$ cat config.mk
export PLATFORM = sky130hd
export DESIGN_NAME = exp5_uc
export DESIGN_NICKNAME = d
export VERILOG_FILES = /design/src/rtl/exp5_pkg.sv /design/src/rtl/exp5_uc_timeout.sv /design/src/rtl/exp5_uc.sv
export SDC_FILE = /design/constraint.sdc
export NUM_CORES = 1
export LEC_CHECK = 0
export ABC_AREA = 0
export BUFFER_PORTS_ARGS = -buffer_cell sky130_fd_sc_hd__buf_2
export CAP_MARGIN = 40
export CELL_PAD_IN_SITES_DETAIL_PLACEMENT = 1
export CELL_PAD_IN_SITES_GLOBAL_PLACEMENT = 1
export CORE_AREA = 4 4 41 43
export CTS_BUF_LIST = sky130_fd_sc_hd__clkbuf_8
export DETAILED_ROUTE_END_ITERATION = 8
export DIE_AREA = 0 0 45 47
export GPL_ROUTABILITY_DRIVEN = 1
export PLACE_DENSITY_LB_ADDON = 0.25
export SKIP_CTS_REPAIR_TIMING = 1
export SYNTH_ARGS = -nofsm -noshare
export SYNTH_HDL_FRONTEND = slang
export SYNTH_SLANG_ARGS = --single-unit
export TNS_END_PERCENT = 30
$ cat constraint.sdc
create_clock -name clock -period 1 [get_ports clock]
set_input_delay 0.05 -clock clock [delete_from_list [all_inputs] [get_ports clock]]
set_output_delay 0.05 -clock clock [all_outputs]
set_load 0.005 [all_outputs]
$ cat src/rtl/exp5_pkg.sv
`default_nettype none
// ============================================================================
// Module      : exp5_pkg
// Description : Shared state encoding for the exp5_uc control unit.
//               The debug codes are the values driven on db_estado.
// Revision    : 1.0 - initial release
// ============================================================================
package exp5_pkg;

    localparam logic [3:0] DB_INICIAL     = 4'd0;
    localparam logic [3:0] DB_PREPARACAO  = 4'd1;
    localparam logic [3:0] DB_ESPERA_SEG  = 4'd2;
    localparam logic [3:0] DB_MEDIR       = 4'd3;
    localparam logic [3:0] DB_AGUARDA_MED = 4'd4;
    localparam logic [3:0] DB_TRANSMITE   = 4'd5;
    localparam logic [3:0] DB_AGUARDA_TX  = 4'd6;
    localparam logic [3:0] DB_PROXIMO     = 4'd7;
    localparam logic [3:0] DB_FINAL       = 4'd8;
    localparam logic [3:0] DB_ERRO        = 4'd14;

    typedef enum logic [3:0] {
        INICIAL     = DB_INICIAL,
        PREPARACAO  = DB_PREPARACAO,
        ESPERA_SEG  = DB_ESPERA_SEG,
        MEDIR       = DB_MEDIR,
        AGUARDA_MED = DB_AGUARDA_MED,
        TRANSMITE   = DB_TRANSMITE,
        AGUARDA_TX  = DB_AGUARDA_TX,
        PROXIMO     = DB_PROXIMO,
        FINAL       = DB_FINAL,
        ERRO        = DB_ERRO
    } estado_t;

endpackage
`default_nettype wire

$ cat src/rtl/exp5_uc_timeout.sv
`default_nettype none
// ============================================================================
// Module      : exp5_uc_timeout
// Description : Measurement watchdog. Saturating counter cleared on request,
//               counting while enabled; o_estouro flags that the counter has
//               reached TIMEOUT_CICLOS-1.
// Revision    : 1.0 - initial release
// ============================================================================
module exp5_uc_timeout #(
    parameter int TIMEOUT_CICLOS = 2_500_000,
    parameter int TW             = $clog2(TIMEOUT_CICLOS + 1)
) (
    input  logic clock,
    input  logic reset,
    input  logic i_clear,
    input  logic i_enable,
    output logic o_estouro
);

    localparam logic [TW-1:0] c_limite = TW'(TIMEOUT_CICLOS - 1);

    logic [TW-1:0] r_contagem;

    // Count enabled cycles, holding at the limit so the flag stays asserted
    always_ff @(posedge clock or negedge reset) begin
        if (!reset) begin
            r_contagem <= '0;
        end else if (i_clear) begin
            r_contagem <= '0;
        end else if (i_enable && (r_contagem != c_limite)) begin
            r_contagem <= r_contagem + TW'(1);
        end
    end

    assign o_estouro = (r_contagem == c_limite);

endmodule
`default_nettype wire

$ cat src/rtl/exp5_uc.sv
`default_nettype none
// ============================================================================
// Module      : exp5_uc
// Description : Control unit for the ultrasonic measurement + 7E1 serial
//               datapath. Once per second: request a measurement, then send
//               hundreds/tens/units and '#'. Moore FSM, strobes decoded from
//               the state register.
//               Optional watchdog compiled in with EXP5_UC_WATCHDOG_EN.
// Revision    : 1.0 - initial release
// ============================================================================
module exp5_uc
    import exp5_pkg::*;
#(
    parameter int TIMEOUT_CICLOS = 2_500_000,
    parameter int TW             = $clog2(TIMEOUT_CICLOS + 1)
) (
    input  logic       clock,
    input  logic       reset,
    input  logic       ligar,
    input  logic       um_segundo,
    input  logic       pronto_medida,
    input  logic       pronto_transmissao,
    input  logic       fim_serial,
    output logic       zera,
    output logic       medir,
    output logic       partida_serial,
    output logic       conta_ascii,
    output logic       pronto,
    output logic       erro,
    output logic [3:0] db_estado
);

    estado_t r_estado;
    estado_t w_proximo;
    logic    w_estouro;

`ifdef EXP5_UC_WATCHDOG_EN
    logic w_wd_clear;
    logic w_wd_enable;
    logic r_erro;

    assign w_wd_clear  = (r_estado == MEDIR);
    assign w_wd_enable = (r_estado == AGUARDA_MED);

    exp5_uc_timeout #(
        .TIMEOUT_CICLOS (TIMEOUT_CICLOS),
        .TW             (TW)
    ) u_timeout (
        .clock     (clock),
        .reset     (reset),
        .i_clear   (w_wd_clear),
        .i_enable  (w_wd_enable),
        .o_estouro (w_estouro)
    );

    // Sticky error: a valid measurement clears it, and wins over a
    // simultaneous timeout
    always_ff @(posedge clock or negedge reset) begin
        if (!reset) begin
            r_erro <= 1'b0;
        end else if (r_estado == AGUARDA_MED) begin
            if (pronto_medida) begin
                r_erro <= 1'b0;
            end else if (w_estouro) begin
                r_erro <= 1'b1;
            end
        end
    end

    assign erro = r_erro;
`else
    logic w_unused_params;

    // Without the watchdog the block waits for the echo indefinitely
    assign w_estouro       = 1'b0;
    assign erro            = 1'b0;
    assign w_unused_params = ^{TIMEOUT_CICLOS, TW};
`endif

    // State register
    always_ff @(posedge clock or negedge reset) begin
        if (!reset) begin
            r_estado <= INICIAL;
        end else begin
            r_estado <= w_proximo;
        end
    end

    // Next-state logic and Moore strobe decode
    always_comb begin
        w_proximo      = r_estado;
        zera           = 1'b0;
        medir          = 1'b0;
        partida_serial = 1'b0;
        conta_ascii    = 1'b0;
        pronto         = 1'b0;
        db_estado      = r_estado;
        case (r_estado)
            INICIAL: begin
                if (ligar) begin
                    w_proximo = PREPARACAO;
                end
            end
            PREPARACAO: begin
                zera      = 1'b1;
                w_proximo = ESPERA_SEG;
            end
            ESPERA_SEG: begin
                if (um_segundo) begin
                    w_proximo = MEDIR;
                end
            end
            MEDIR: begin
                medir     = 1'b1;
                w_proximo = AGUARDA_MED;
            end
            AGUARDA_MED: begin
                if (pronto_medida) begin
                    w_proximo = TRANSMITE;
                end else if (w_estouro) begin
                    w_proximo = ERRO;
                end
            end
            TRANSMITE: begin
                partida_serial = 1'b1;
                w_proximo      = AGUARDA_TX;
            end
            AGUARDA_TX: begin
                if (pronto_transmissao) begin
                    w_proximo = fim_serial ? FINAL : PROXIMO;
                end
            end
            PROXIMO: begin
                conta_ascii = 1'b1;
                w_proximo   = TRANSMITE;
            end
            FINAL: begin
                pronto    = 1'b1;
                w_proximo = ligar ? PREPARACAO : INICIAL;
            end
            ERRO: begin
                w_proximo = ligar ? PREPARACAO : INICIAL;
            end
            default: begin
                w_proximo = INICIAL;
            end
        endcase
    end

endmodule
`default_nettype wire

==> metrics.md, run 1 <==
| Metric | Value |
|---|---|
| H-tree depth | `1` |
| Largest fanout on the critical path | `6` |
| Clk slew on worst S/H paths | `30 ps` |
| Fill cells | `about 160` |
| Max FFs per register | `4` |
| Synth-to-Final Area Change | `113%` |
| Crit path capture | `db_estado[0]` |
| GRT Util Overall | `0.114` |
| CP startpoint | `db_estado[2]` |
| Maximum clock path buffer count | `2` |
| Crit path launch type | `flop` |
| Post-synth cell types | `23` |
| # DRC | `0` |
| Slowest-stage cell, CP | `dfrtp_2` |
| Fmax | `783 MHz` |
| Antenna viol nets, final | `0` |
| Instance count on the critical path | `4` |
| Required time worst endpoint | `1150 ps` |
| Final Util | `0.557` |
| Number of I/O port buffers | `15` |
| Max-Cap Viols | `0` |
| TritonCTS buffer count | `3` |
| Failing checks | `negative setup slack` |
| Critical path type | `reg2reg` |
| Initial antenna violation count | `0` |
| Routability Congestion | `0.739` |
| Ports | `17` |
| Inst Count DP | `74` |
| DR vias/cell | `between 4 and 5` |
| Slew Viols, Final | `0` |
| Via count of the first global-routing pass | `364` |
| XOR/XNOR Fraction of Synth Area | `0.0257` |
| Worst hold slack | `176 ps` |
| Core area | `0.00130 mm²` |
| Simple-Gate Fraction of Synth Area | `0.290` |
| Starting DRT DRC Count | `3` |
| RSZ-0062 raised after global routing | `true` |
| Seq/Total Area, Yosys | `0.294` |
| Worst setup EP type | `flop` |
| Synth Warn # | `0` |
| Complex-gate fraction of the synthesized area | `0.195` |
| PD cells | `3190 mW/mm²` |
| Flip-flop and latch area | `roughly 110 µm²` |
| Multi-input logic area | `263 µm²` |
| Die width | `45 µm` |
| R2r setup slk | `-280 ps` |
| Worst Path Arrival | `1430 ps` |
| Adder-Cell Fraction of Synth Area | `0` |
| Worst Reg-to-Reg Cells | `4` |
| Row cnt | `13` |
| Design Power | `2.31 mW` |
| Leak | `0.344 nW` |
| Fin nets | `85` |
| Routed wire length | `1450 µm` |
| Setup Total Neg Slack | `-1970 ps` |
| CTS sink count | `4` |
| Critical Path Max Stage Delay | `approximately 450 ps` |
| #FFs+latches synth | `4` |
| Mapped Cells | `41` |
| Post-synthesis mux area share | `0.0588` |
| Largest net degree at the start of global routing | `10` |
| RR Startpoint | `db_estado[2]` |
| Main combinational cell family by area after synthesis | `simple AND/OR/NAND/NOR gates` |
| Drt wl/cell | `15.8 µm` |
| HP Class | `in2reg` |
| Final worst-path cycle share | `1.28` |
| CP Buf/Inv Count | `1` |
| Layout cells sized above 1 | `0.727` |
| Most frequent cells in the layout | `buf_2, buf_4, buf_6` |
| Die area | `0.00212 mm²` |
| DRT Pass-1 Iters | `2` |
| IR drop worst, VDD | `0.00141 V` |
| Final setup vio count | `12` |
| Vias | `between 400 and 500` |
| Grt ovf | `0` |
| CTS tree | `yes` |
| Mean Syn Cell Area | `8.30 µm²` |
| Crit path cell chain | `buf_4 > nand2b_1 > a211oi_2 > o311a_1` |
| Worst reg2reg path endpoint | `db_estado[0]` |
| Crit path time final | `around 1300 ps` |
| Die Y | `around 47 µm` |
| Synth Net Count | `48` |
| Status | `complete, but fails checks` |
| Final std cells w/o fill | `92` |
| Synthesized area | `between 300 and 400 µm²` |
| CP top delay family | `flip-flops` |
| HPWL Detailed | `719 µm` |
| Setup ws final | `-277 ps` |
| Leading cell type in the layout, fill and taps excluded | `buf_2` |
| First-pass GRT wire length | `1550 µm` |
| Starting density of the core | `0.262` |
| Clock Skew | `between 1 and 1.5 ps` |
| Clk_lat worst skew | `220 ps` |
| N_diodes | `0` |
| Root buffer cell | `clkbuf_8` |
| Hold Vio Cnt, Final | `0` |
## cells in the mapped netlist
master / number / share of area
nand2_1: 5 / 0.055
dfrtp_1: 4 / 0.29
buf_4: 3 / 0.066
nand2b_1: 3 / 0.055
nor3_1: 3 / 0.044
a211oi_1: 2 / 0.044
a21oi_1: 2 / 0.029
mux2i_1: 2 / 0.059
nor2_1: 2 / 0.022
o21ai_0: 2 / 0.029
a21boi_0: 1 / 0.022
a22oi_1: 1 / 0.022
and4_2: 1 / 0.029
buf_2: 1 / 0.015
buf_6: 1 / 0.033
conb_1: 1 / 0.011
inv_1: 1 / 0.011
nand3b_1: 1 / 0.022
nor3b_2: 1 / 0.037
nor4b_1: 1 / 0.026
o22ai_1: 1 / 0.018
o311a_1: 1 / 0.029
xor2_1: 1 / 0.026
## metal layers
| metal | GRT usage | wire length (µm) | vias up |
|---|---|---|---|
| met4 | 0.140 | 51 | 0 |
| met2 | 0.153 | 719 | 17 |
| met3 | 0.0268 | 77 | 4 |
| met5 | 0 | 0 | - |
| li1 | - | - | 214 |
| met1 | 0.135 | 605 | 210 |
## worst min-delay path by stage
stage | startpoint | end | slack, ps | cells after the start
6_report | fim_serial | db_estado[3] | 180 | 2
5_1_grt | fim_serial | db_estado[3] | 180 | 2
4_1_cts | reset | db_estado[2] | -380 | 1
3_5_place_dp | reset | db_estado[0] | -140 | 1
3_3_place_gp | reset | db_estado[1] | -140 | 1
2_1_floorplan | reset | db_estado[0] | -250 | 0
## where the power goes
part           switching [mW]  internal (mW)
clock                  0.0988          0.263
combinational           0.646          0.927
sequential              0.134          0.245
total                   0.879           1.43
## layout make-up
class | instances | area share
Timing Repair Buffer | 37 | 0.399
Multi-Input combinational cell | 31 | 0.363
Sequential cell | 4 | 0.145
Clock buffer | 3 | 0.0570
Tap cell | 15 | 0.0259
Clock inverter | 1 | 0.00518
Inverter | 1 | 0.00518
## cells by family after synthesis
family	count (synthesis)
XOR/XNOR	1
other	1
AO/OA/AOI/OAI	10
buffers and inverters	6
flip-flops	4
multiplexers	2
AND/OR/NAND/NOR	17
## per-stage QoR
| step | instance area [µm²] | setup WS, ps |
|---|---|---|
| after global routing | 724 | -333 |
| final | 724 | -277 |
| after floorplan | 358 | -87.1 |
| after detailed placement | 467 | -183 |
| after global placement | 467 | -197 |
| after CTS | 512 | -380 |
Note: power is estimated with default switching activity, not from simulation.
==> run 2: changes to the inputs <==
Settings changed: SKIP_CTS_REPAIR_TIMING 1 to not set, SYNTH_HIERARCHICAL set to 1.
==> metrics.md, run 2 <==
| Metric | Value |
|---|---|
| Row cnt | `13 (unchanged)` |
| Ports | `17 (unchanged)` |
| Complex-gate fraction of the synthesized area | `0.195 (unchanged)` |
| Adder-Cell Fraction of Synth Area | `0 (unchanged)` |
| Worst Path Arrival | `1350 ps (-80 ps)` |
| Largest net degree at the start of global routing | `9 (-1)` |
| Antenna viol nets, final | `0 (unchanged)` |
| Simple-Gate Fraction of Synth Area | `0.290 (unchanged)` |
| Number of flops mapped to enable cells by yosys | `0 (unchanged)` |
| XOR/XNOR Fraction of Synth Area | `0.0257 (unchanged)` |
| Crit path time final | `1260 ps (-19.4 ps)` |
| Critical path type | `reg2reg` |
| Failing checks | `negative setup slack` |
| Synthesized area | `340 µm² (unchanged)` |
| Post-synth cell types | `23 (unchanged)` |
| TritonCTS buffer count | `3 (unchanged)` |
| Synth-to-Final Area Change | `103%` |
| Top-count cell post-synth | `nand2_1` |
| Seq/Total Area, Yosys | `0.294 (unchanged)` |
| Core area | `0.00130 mm² (unchanged)` |
| Layout cells sized above 1 | `0.750 (+0.0227)` |
| Met2 routed WL | `700 µm (-2.6%)` |
| HPWL Detailed | `719 µm (unchanged)` |
| Largest cells by area after synthesis | `dfrtp_1, buf_4, mux2i_1, nand2_1, nand2b_1` |
| Die Y | `47 µm (unchanged)` |
| N_diodes | `0 (unchanged)` |
| Synth Net Count | `48 (unchanged)` |
| HP Class | `in2reg` |
| Fin nets | `80 (-5.9%)` |
| Grt ovf | `0 (unchanged)` |
| Post-layout instance area | `692 µm² (-4.5%)` |
| Root buffer cell | `clkbuf_8` |
| CP startpoint | `db_estado[1]` |
| CTS tree | `yes` |
| Mean Syn Cell Area | `8.30 µm² (unchanged)` |
| Most frequent cells after synthesis | `nand2_1, dfrtp_1, buf_4, nand2b_1, nor3_1` |
| RR Startpoint | `db_estado[1]` |
| Worst setup EP type | `flop` |
| Clk slew on worst S/H paths | `30 ps (about the same)` |
| Setup ws final | `-258 ps (+19.4 ps)` |
| Status | `complete, but fails checks` |
| DRT Pass-1 Iters | `3 (+1)` |
| Leading cell type in the layout, fill and taps excluded | `buf_2` |
| Pre-CTS WS | `-183 ps (unchanged)` |
| Final Util | `0.532 (-0.0250)` |
| Setup Total Neg Slack | `-1960 ps (+12.2 ps)` |
| Fmax | `795 MHz (+1.5%)` |
| Starting DRT DRC Count | `3 (unchanged)` |
| M1 WL | `548 µm (-9.4%)` |
| PD cells | `3250 mW/mm² (+1.7%)` |
| Routability Congestion | `0.739 (unchanged)` |
| Area share of the largest cell type after synthesis | `0.294 (unchanged)` |
| RSZ-0062 raised after global routing | `true` |
| Required time worst endpoint | `1100 ps (-50 ps)` |
| Final setup vio count | `12 (unchanged)` |
| DR vias/cell | `5.05 (+4.3%)` |
| Placed Area | `467 µm² (unchanged)` |
| Hold Vio Cnt, Final | `0 (unchanged)` |
| # DRC | `0 (unchanged)` |
| Die area | `0.00212 mm² (unchanged)` |
| Met3 Wirelength | `89 µm (+16%)` |
| Synth Flop Type | `dfrtp_1` |
| Maximum clock path buffer count | `2 (unchanged)` |
| Main combinational cell family by area after synthesis | `simple AND/OR/NAND/NOR gates` |
| Number of I/O port buffers | `15 (unchanged)` |
| Drt wl/cell | `16.4 µm (+3.7%)` |
| Vias | `439 (-1.3%)` |
| CTS sink count | `4 (unchanged)` |
| #FFs+latches synth | `4 (unchanged)` |
| Final worst-path cycle share | `1.26 (-0.0194)` |
| Fill cells | `164 (+1.9%)` |
| Slew Viols, Final | `0 (unchanged)` |
| H-tree depth | `1 (unchanged)` |
| Largest fanout on the critical path | `6 (unchanged)` |
| IR drop worst, VDD | `0.00148 V (+5.3%)` |
| GRT Util Overall | `0.131 (+0.0166)` |
| Clock Skew | `0.575 ps (-0.859 ps)` |
| Clk_lat worst skew | `220 ps (about the same)` |
| Mapped Cells | `41 (unchanged)` |
| Max Used Layer | `met4` |
| Die width | `45 µm (unchanged)` |
| Synth area leader | `dfrtp_1` |
| Post-synth ARST share | `1.00 (unchanged)` |
| First-pass GRT wire length | `1810 µm (+17%)` |
| Max FFs per register | `4 (unchanged)` |
| Synth Warn # | `6 (+6)` |
| Worst hold start | `fim_serial` |
| Routed wire length | `1430 µm (-1.9%)` |
| Max-Cap Viols | `0 (unchanged)` |
| Post-synthesis mux area share | `0.0588 (unchanged)` |
| Crit path launch type | `flop` |
| Starting density of the core | `0.262 (unchanged)` |
| Initial antenna violation count | `0 (unchanged)` |
| Most frequent cells in the layout | `buf_2, buf_6, buf_4` |
| Leak | `0.324 nW (-5.9%)` |
| Via count of the first global-routing pass | `418 (+15%)` |
## run 2: cell types whose count changed in the layout (fill, tap and decap cells not counted), sizes merged
cell	change
buf	-5
## run 2: report_power, final
part	total [mW]	switching, mW	internal (mW)
combinational	1.57	0.739	0.827
clock	0.357	0.0947	0.263
sequential	0.325	0.0802	0.245
## run 2: kinds of logic after synthesis
group | Yosys count
simple gates | 17
compound gates | 10
buf+inv | 6
flops | 4
mux | 2
xor+xnor | 1
other cells | 1
## run 2: metal layers
layer  vias to the layer above  global-route usage
met5                         -                   0
met4                         0               0.158
met2                        21               0.189
li1                        205                   -
met1                       205               0.146
met3                         8              0.0268
## run 2: repair_timing
item	in CTS	in global routing
setup buffers	6	2
hold endpoints to repair	4	0
endpoints found under the setup margin	12	12
hold buffers	1	0
gates resized for setup	14	16
pin swaps	6	7
## run 2: area by class of cell
| type | instances | area (µm²) | share of cell area |
|---|---|---|---|
| Multi-Input combinational cell | 31 | 275 | 0.398 |
| Sequential cell | 4 | 105 | 0.152 |
| Clock buffer | 3 | 41.3 | 0.0597 |
| Clock inverter | 1 | 3.75 | 0.00542 |
| Inverter | 1 | 6.26 | 0.00904 |
| Tap cell | 15 | 18.8 | 0.0271 |
| Timing Repair Buffer | 32 | 241 | 0.349 |
## run 2: final timing paths
| path | end | slack (ps) | cells after the start |
|---|---|---|---|
| setup / recovery | db_estado[0] | -260 | 4 |
| hold / removal | db_estado[3] | 120 | 2 |
| setup reg to reg | db_estado[0] | -260 | 4 |
| hold reg to reg | db_estado[1] | 700 | 2 |
| max in group asynchronous | db_estado[0] | 690 | 2 |
| min in group asynchronous | db_estado[2] | 180 | 2 |
## run 2: critical path, cell delays in order (launching register included)
cell and delay (ps):
dfrtp_2 410, buf_4 170, mux2i_2 310, a22oi_2 130
o311a_1 120
## run 2: through the flow
step	hold slack, ps	power (mW)	instances
floorplan	-246	0.938	41
global placement	-144	1.26	74
detailed placement	-142	1.25	74
CTS	130	1.91	85
global route	121	2.42	87
finish	122	2.25	87
